[src/rtl/rns_reverse_converter.sv]
// rns_reverse_converter
//   Residue-to-binary converter for the moduli set {2^N-1, 2^N, 2^N+1}.
//   Three register stages, one triple per cycle, valid/ready on both sides
//   with a single global stall (out_valid & ~out_ready) that freezes every
//   stage.
//
//   clk        rising-edge clock
//   rst        asynchronous, active-high reset
//   in_valid   input triple present
//   in_ready   converter accepts a triple this cycle (= ~stall)
//   r1         residue mod 2^N-1 (value 2^N-1 is an alias of 0)
//   r2         residue mod 2^N
//   r3         residue mod 2^N+1 (values above 2^N are flagged)
//   out_valid  x / out_err hold a result
//   out_ready  downstream takes the result
//   x          binary value in [0, 2^3N-2^N)
//   out_err    r3 was out of range; x is forced to 0
//
//   An accepted triple lands in stage 1 on its accept edge and shows up on
//   out_valid after the third rising edge, counting the accept edge as the
//   first.
module rns_reverse_converter #(
    parameter int N = 8
) (
    input  logic           clk,
    input  logic           rst,
    input  logic           in_valid,
    output logic           in_ready,
    input  logic [N-1:0]   r1,
    input  logic [N-1:0]   r2,
    input  logic [N:0]     r3,
    output logic           out_valid,
    input  logic           out_ready,
    output logic [3*N-1:0] x,
    output logic           out_err
);
    localparam int           STAGES  = 3;
    localparam logic [N-1:0] M1      = {N{1'b1}};
    localparam logic [N:0]   M3      = {1'b1, {(N-1){1'b0}}, 1'b1};
    // (m3+1)/2 = 2^(N-1)+1, used to halve an odd value modulo m3
    localparam logic [N:0]   HALF_M3 = {2'b01, {(N-2){1'b0}}, 1'b1};
    localparam logic [N:0]   R3_MAX  = {1'b1, {N{1'b0}}};

    typedef struct packed {
        logic [N-1:0] a;
        logic [N:0]   d;
        logic [N-1:0] r2;
        logic         err;
    } s1_t;

    typedef struct packed {
        logic [N-1:0] a;
        logic [N:0]   k;
        logic [N-1:0] r2;
        logic         err;
    } s2_t;

    logic [STAGES-1:0] vld_pipe_q, vld_pipe_d;
    s1_t               s1_q, s1_d;
    s2_t               s2_q, s2_d;
    logic [3*N-1:0]    x_q, x_d;
    logic              err_q, err_d;
    logic              stall, advance;

    assign out_valid = vld_pipe_q[STAGES-1];
    assign stall     = out_valid & ~out_ready;
    assign advance   = ~stall;
    assign in_ready  = advance;
    assign x         = x_q;
    assign out_err   = err_q;

    // ---------------- stage 1: a = (r1-r2) mod m1, d = (r2-r3) mod m3
    logic [N:0]   a_sum;
    logic [N-1:0] a_fold, a_s1;
    logic [N:0]   d_s1;
    logic         err_s1;

    always_comb begin
        // r1 - r2 mod (2^N-1) = r1 + ~r2 with end-around carry
        a_sum  = {1'b0, r1} + {1'b0, ~r2};
        a_fold = a_sum[N-1:0] + {{(N-1){1'b0}}, a_sum[N]};
        // all-ones is the second encoding of zero (also covers r1 = 2^N-1)
        a_s1   = (a_fold == M1) ? '0 : a_fold;
        // borrow adds m3 back; the N+1 bit wrap is harmless since d < m3
        if ({1'b0, r2} >= r3) d_s1 = {1'b0, r2} - r3;
        else                  d_s1 = {1'b0, r2} + M3 - r3;
        err_s1 = (r3 > R3_MAX);
    end

    // ---------------- stage 2: k = (d-a) * 2^(N-1) mod m3
    // 2^(N-1) == -(1/2) mod m3, so k is the negated modular half of (d-a).
    logic [N:0] e_s2, half_s2, k_s2;

    always_comb begin
        if (s1_q.d >= {1'b0, s1_q.a}) e_s2 = s1_q.d - {1'b0, s1_q.a};
        else                          e_s2 = s1_q.d + M3 - {1'b0, s1_q.a};
        // odd e: (e+m3)/2 = floor(e/2) + (m3+1)/2
        half_s2 = {1'b0, e_s2[N:1]} + (e_s2[0] ? HALF_M3 : '0);
        k_s2    = (half_s2 == '0) ? '0 : M3 - half_s2;
    end

    // ---------------- stage 3: Y = a + m1*k = a + (k<<N) - k, x = {Y, r2}
    // Computed mod 2^2N; the true Y is below 2^2N-1 so truncation is exact.
    logic [2*N-1:0] y_s3;

    always_comb begin
        y_s3 = {s2_q.k[N-1:0], {N{1'b0}}} - {{(N-1){1'b0}}, s2_q.k}
             + {{N{1'b0}}, s2_q.a};
    end

    // ---------------- pipeline advance
    always_comb begin
        vld_pipe_d = vld_pipe_q;
        s1_d       = s1_q;
        s2_d       = s2_q;
        x_d        = x_q;
        err_d      = err_q;
        if (advance) begin
            vld_pipe_d = {vld_pipe_q[STAGES-2:0], in_valid};
            s1_d.a     = a_s1;
            s1_d.d     = d_s1;
            s1_d.r2    = r2;
            s1_d.err   = err_s1;
            s2_d.a     = s1_q.a;
            s2_d.k     = k_s2;
            s2_d.r2    = s1_q.r2;
            s2_d.err   = s1_q.err;
            // output regs only load real data so x holds across bubbles
            if (vld_pipe_q[STAGES-2]) begin
                x_d   = s2_q.err ? '0 : {y_s3, s2_q.r2};
                err_d = s2_q.err;
            end
        end
    end

    always_ff @(posedge clk or posedge rst) begin
        if (rst) begin
            vld_pipe_q <= '0;
            s1_q       <= '0;
            s2_q       <= '0;
            x_q        <= '0;
            err_q      <= 1'b0;
        end else begin
            vld_pipe_q <= vld_pipe_d;
            s1_q       <= s1_d;
            s2_q       <= s2_d;
            x_q        <= x_d;
            err_q      <= err_d;
        end
    end

endmodule

[config.mk]
export PLATFORM = sky130hd
export DESIGN_NAME = rns_reverse_converter
export DESIGN_NICKNAME = d
export VERILOG_FILES = /design/src/rtl/rns_reverse_converter.sv
export SDC_FILE = /design/constraint.sdc
export NUM_CORES = 1
export LEC_CHECK = 0
export BUFFER_PORTS_ARGS = -buffer_cell sky130_fd_sc_hd__buf_4
export CAP_MARGIN = 20
export CORE_ASPECT_RATIO = 1.75
export CORE_UTILIZATION = 63
export CTS_BUF_LIST = sky130_fd_sc_hd__clkbuf_8
export CTS_CLUSTER_DIAMETER = 50
export DETAILED_ROUTE_END_ITERATION = 7
export MAX_ROUTING_LAYER = met4
export PLACE_DENSITY = 0.82
export REMOVE_ABC_BUFFERS = 1
export SYNTH_ARGS = -nofsm -noshare
export SYNTH_HDL_FRONTEND = slang
export SYNTH_SLANG_ARGS = --single-unit
[constraint.sdc]
create_clock -name clk -period 4.5 [get_ports clk]
set_input_delay 0 -clock clk [delete_from_list [all_inputs] [get_ports clk]]
set_output_delay 0 -clock clk [all_outputs]
set_load 0.01 [all_outputs]
==> impl_metrics.tcl <==
set metrics [dict create \
    leakagePower_nw 3.42 \
    netlist_area_um2 6420 \
    dp_hpwl_um 12000 \
    nFillCells 752 \
    worstPathRequired_ps 4720 \
    finalSetupViolCount 0 \
    viasPerCell 5.90 \
    grt_start_max_net_pins 81 \
    finalNetCount 880 \
    cts-htree-levels 3 \
    ios 56 \
    fmax_mhz 251 \
    syn_avg_cell_area_um2 8.77 \
    critPathMostFrequentCell "ha_1" \
    cp_max_fo 7 \
    start_util_pct 64.8 \
    hold_start "r2[3]" \
    synth_ff_type "dfrtp_1" \
    grt_pass1_vias 5454 \
    wl_met3_um 452 \
    path_clk_slew_ps 90 \
    antenna_found_initial 0 \
    slowest_delay_ps 550 \
    final_area_um2 7190 \
    syn_inst 732 \
    reg2reg_slack_ps 540 \
    avgRoutedWirePerCell_um 16.7 \
    holdCritPathClass "in -> reg" \
    ys_ff_latch 80 \
    total_power_mw 6.14 \
    synth_edf_count 0 \
    cts_inserted_buffers 9 \
    synthArstFlopShare_pct 100 \
    synth_cell_types 81 \
    slew_headroom_pct 35.3 \
    vdd_drop_max_mv 0.432 \
    cp-end-kind "register" \
    wl_met1_um 5150 \
    r2r-end "s2_q[17]" \
    totalWireLength_um 15100 \
    routed-wl-met2_um 8700 \
    die_x_um 78.3 \
    dpl_cell_area_um2 6910 \
    critPathArrivalTime_ps 4200 \
    gp_congestion 0.961 \
    cts_tree "yes" \
    reg2reg_depth 17 \
    grt_first_pass_wirelength_um 24600 \
    drt-initial-drc-count 312 \
    fin_crit_sh_pct 88.5 \
    vias 5365 \
    dr.max_layer_used "met4" \
    clock_path_buffers 2 \
    crit_chain "dlygate4sd3_1 -> buf_4 -> inv_1 -> ha_1 -> fa_1 -> a21o_1 -> a21oi_1 -> o21a_1 -> nor2_1 -> o21ai_0 -> nand2b_1 -> ha_1 -> and3_1 -> xor2_1 -> nand4_1 -> or4_1 -> nor3_2 -> a211oi_1" \
    drive_above_1_share_pct 14.0 \
    cts.sinks 80 \
    antenna_left 0 \
    ys.warnings.count 0 \
    hold-path-endpoint "s1_q[4]" \
    antenna_cells 0 \
    skew_ps 10.4 \
    finalHoldViolCount 0 \
    clock_latency_ps 380 \
    rr_startpoint "s1_q[22]" \
    critPathSlowestCell "or4_1" \
    crit_type "in -> reg" \
    start_kind "primary input" \
    period_needed_ps 3980 \
    finalMaxSlewViolations 0 \
    cts_root_buf "clkbuf_8" \
    rsz0062_at_grt "false" \
    firstDrtPassIters 5 \
    core-area_um2 9910 \
    tightest_slew_ps 971 \
    status "complete, no violations" \
    worstHoldPathCells 3 \
    die_h_um 136 \
    p_per_area_nw_per_um2 855 \
    route.detailed.drc 0 \
    gr-total-overflow 0 \
    port_buffers 55 \
    grt_usage_pct 31.1 \
    dieArea_um2 10600 \
    num_rows 48 \
    maxCapViolations 0 \
    area_delta_synth_final_pct 11.9 \
    ys_seq_area_share_pct 31.2 \
]
==> flip-flops by register name, indices dropped and copies added (netlist names) <==
register / cells
s1_q: 26
out_err: 1
s2_q: 26
x: 24
vld_pipe_q: 3
==> per-stage QoR <==
step | hold WS (ps) | instances | setup WS [ps] | util [%] | TNS, ps
after floorplan | 112 | 705 | -468 | - | -6970
after global placement | 197 | 889 | 565 | 69.7 | 0
after detailed placement | 214 | 889 | 463 | 69.7 | 0
after CTS | 9.58 | 909 | 283 | 72.5 | 0
after global routing | 8.20 | 909 | 192 | 72.5 | 0
final | 13.2 | 909 | 518 | 72.5 | 0
==> cell usage after synthesis (7+ instances only) <==
cell type	count	area share (%)
a211oi_1	11	1.3
a21o_1	8	0.94
a21oi_1	29	2.3
a22o_1	8	1.1
a31oi_1	9	0.88
clkbuf_1	17	0.99
dfrtp_1	80	31
fa_1	14	4.4
ha_1	58	11
inv_1	75	4.4
mux2i_1	7	1.1
nand2_1	116	6.8
nand2b_1	14	1.4
nand3_1	12	0.94
nor2_1	32	1.9
nor2b_1	9	0.88
nor3_1	12	0.94
o21ai_0	49	3.8
o21bai_1	10	1.2
o31ai_1	12	1.4
xnor2_1	29	4.0
xor2_1	23	3.1
==> timing repair <==
item | in CTS | in global routing
hold endpoints to repair | 83 | 0
buffers inserted | 0 | 0
endpoints found under the setup margin | 0 | 7
resized for setup | 0 | 1
hold buffers | 4 | 0
==> layer usage <==
metal	GRT usage [%]	vias to the layer above
met5	-	-
met2	60.9	159
met1	27.3	2545
li1	-	2600
met4	19.1	0
met3	3.64	61
==> layout by cell type, fill, tap and decap left out, drive strengths merged, types with 23 or more instances in the layout <==
| master | n |
|---|---|
| a21oi | 30 |
| buf | 59 |
| dfrtp | 80 |
| ha | 58 |
| inv | 78 |
| nand2 | 116 |
| nor2 | 32 |
| o21ai | 51 |
| xnor2 | 32 |
| xor2 | 23 |
==> critical path, delay by kind of cell <==
kind / cells / cell delay [ps]
adders and majority gates: 3 / 840
AOI/OAI and AO/OA: 5 / 910
xor gates and xnor gates: 1 / 240
and+or+nand+nor: 6 / 1470
buffers and inverters: 3 / 740
==> logic make-up after synthesis <==
logic type / share of synthesized area [%]
AO/OA/AOI/OAI: 19.7
adder cells (fa/ha/maj): 15.7
XOR/XNOR: 8.03
multiplexers: 2.14
buffers and inverters: 6.34
flip-flops: 31.2
AND/OR/NAND/NOR: 16.9
==> report_power, final <==
| group | leakage [nW] | internal, mW | switching (mW) | total [mW] |
|---|---|---|---|---|
| registers | 0.975 | 1.01 | 0.227 | 1.24 |
| logic | 2.32 | 1.82 | 2.46 | 4.28 |
| clock network | 0.119 | 0.336 | 0.288 | 0.624 |
| total | 3.42 | 3.16 | 2.98 | 6.14 |
==> area by class of cell <==
| class | count | area [µm²] | share of cell area [%] |
|---|---|---|---|
| sequential | 80 | 2000 | 27.9 |
| timing repair buffer | 63 | 483 | 6.72 |
| clock inverter | 6 | 97.6 | 1.36 |
| multi-input combinational | 549 | 4020 | 56.0 |
| tap | 125 | 156 | 2.18 |
| clock buffer | 10 | 138 | 1.92 |
| inverter | 76 | 287 | 3.99 |
==> how the worst max path moves through the flow <==
stage	startpoint	to	depth (start not counted)
after detailed placement	r2[0]	s1_q[22]	17
after CTS	r2[0]	s1_q[22]	18
after floorplan	vld_pipe_q[2]	x[12]	5
final	r2[0]	s1_q[22]	18
after global routing	r2[0]	s1_q[22]	18
after global placement	r2[0]	s1_q[23]	17
(Power assumes the default switching activity.)
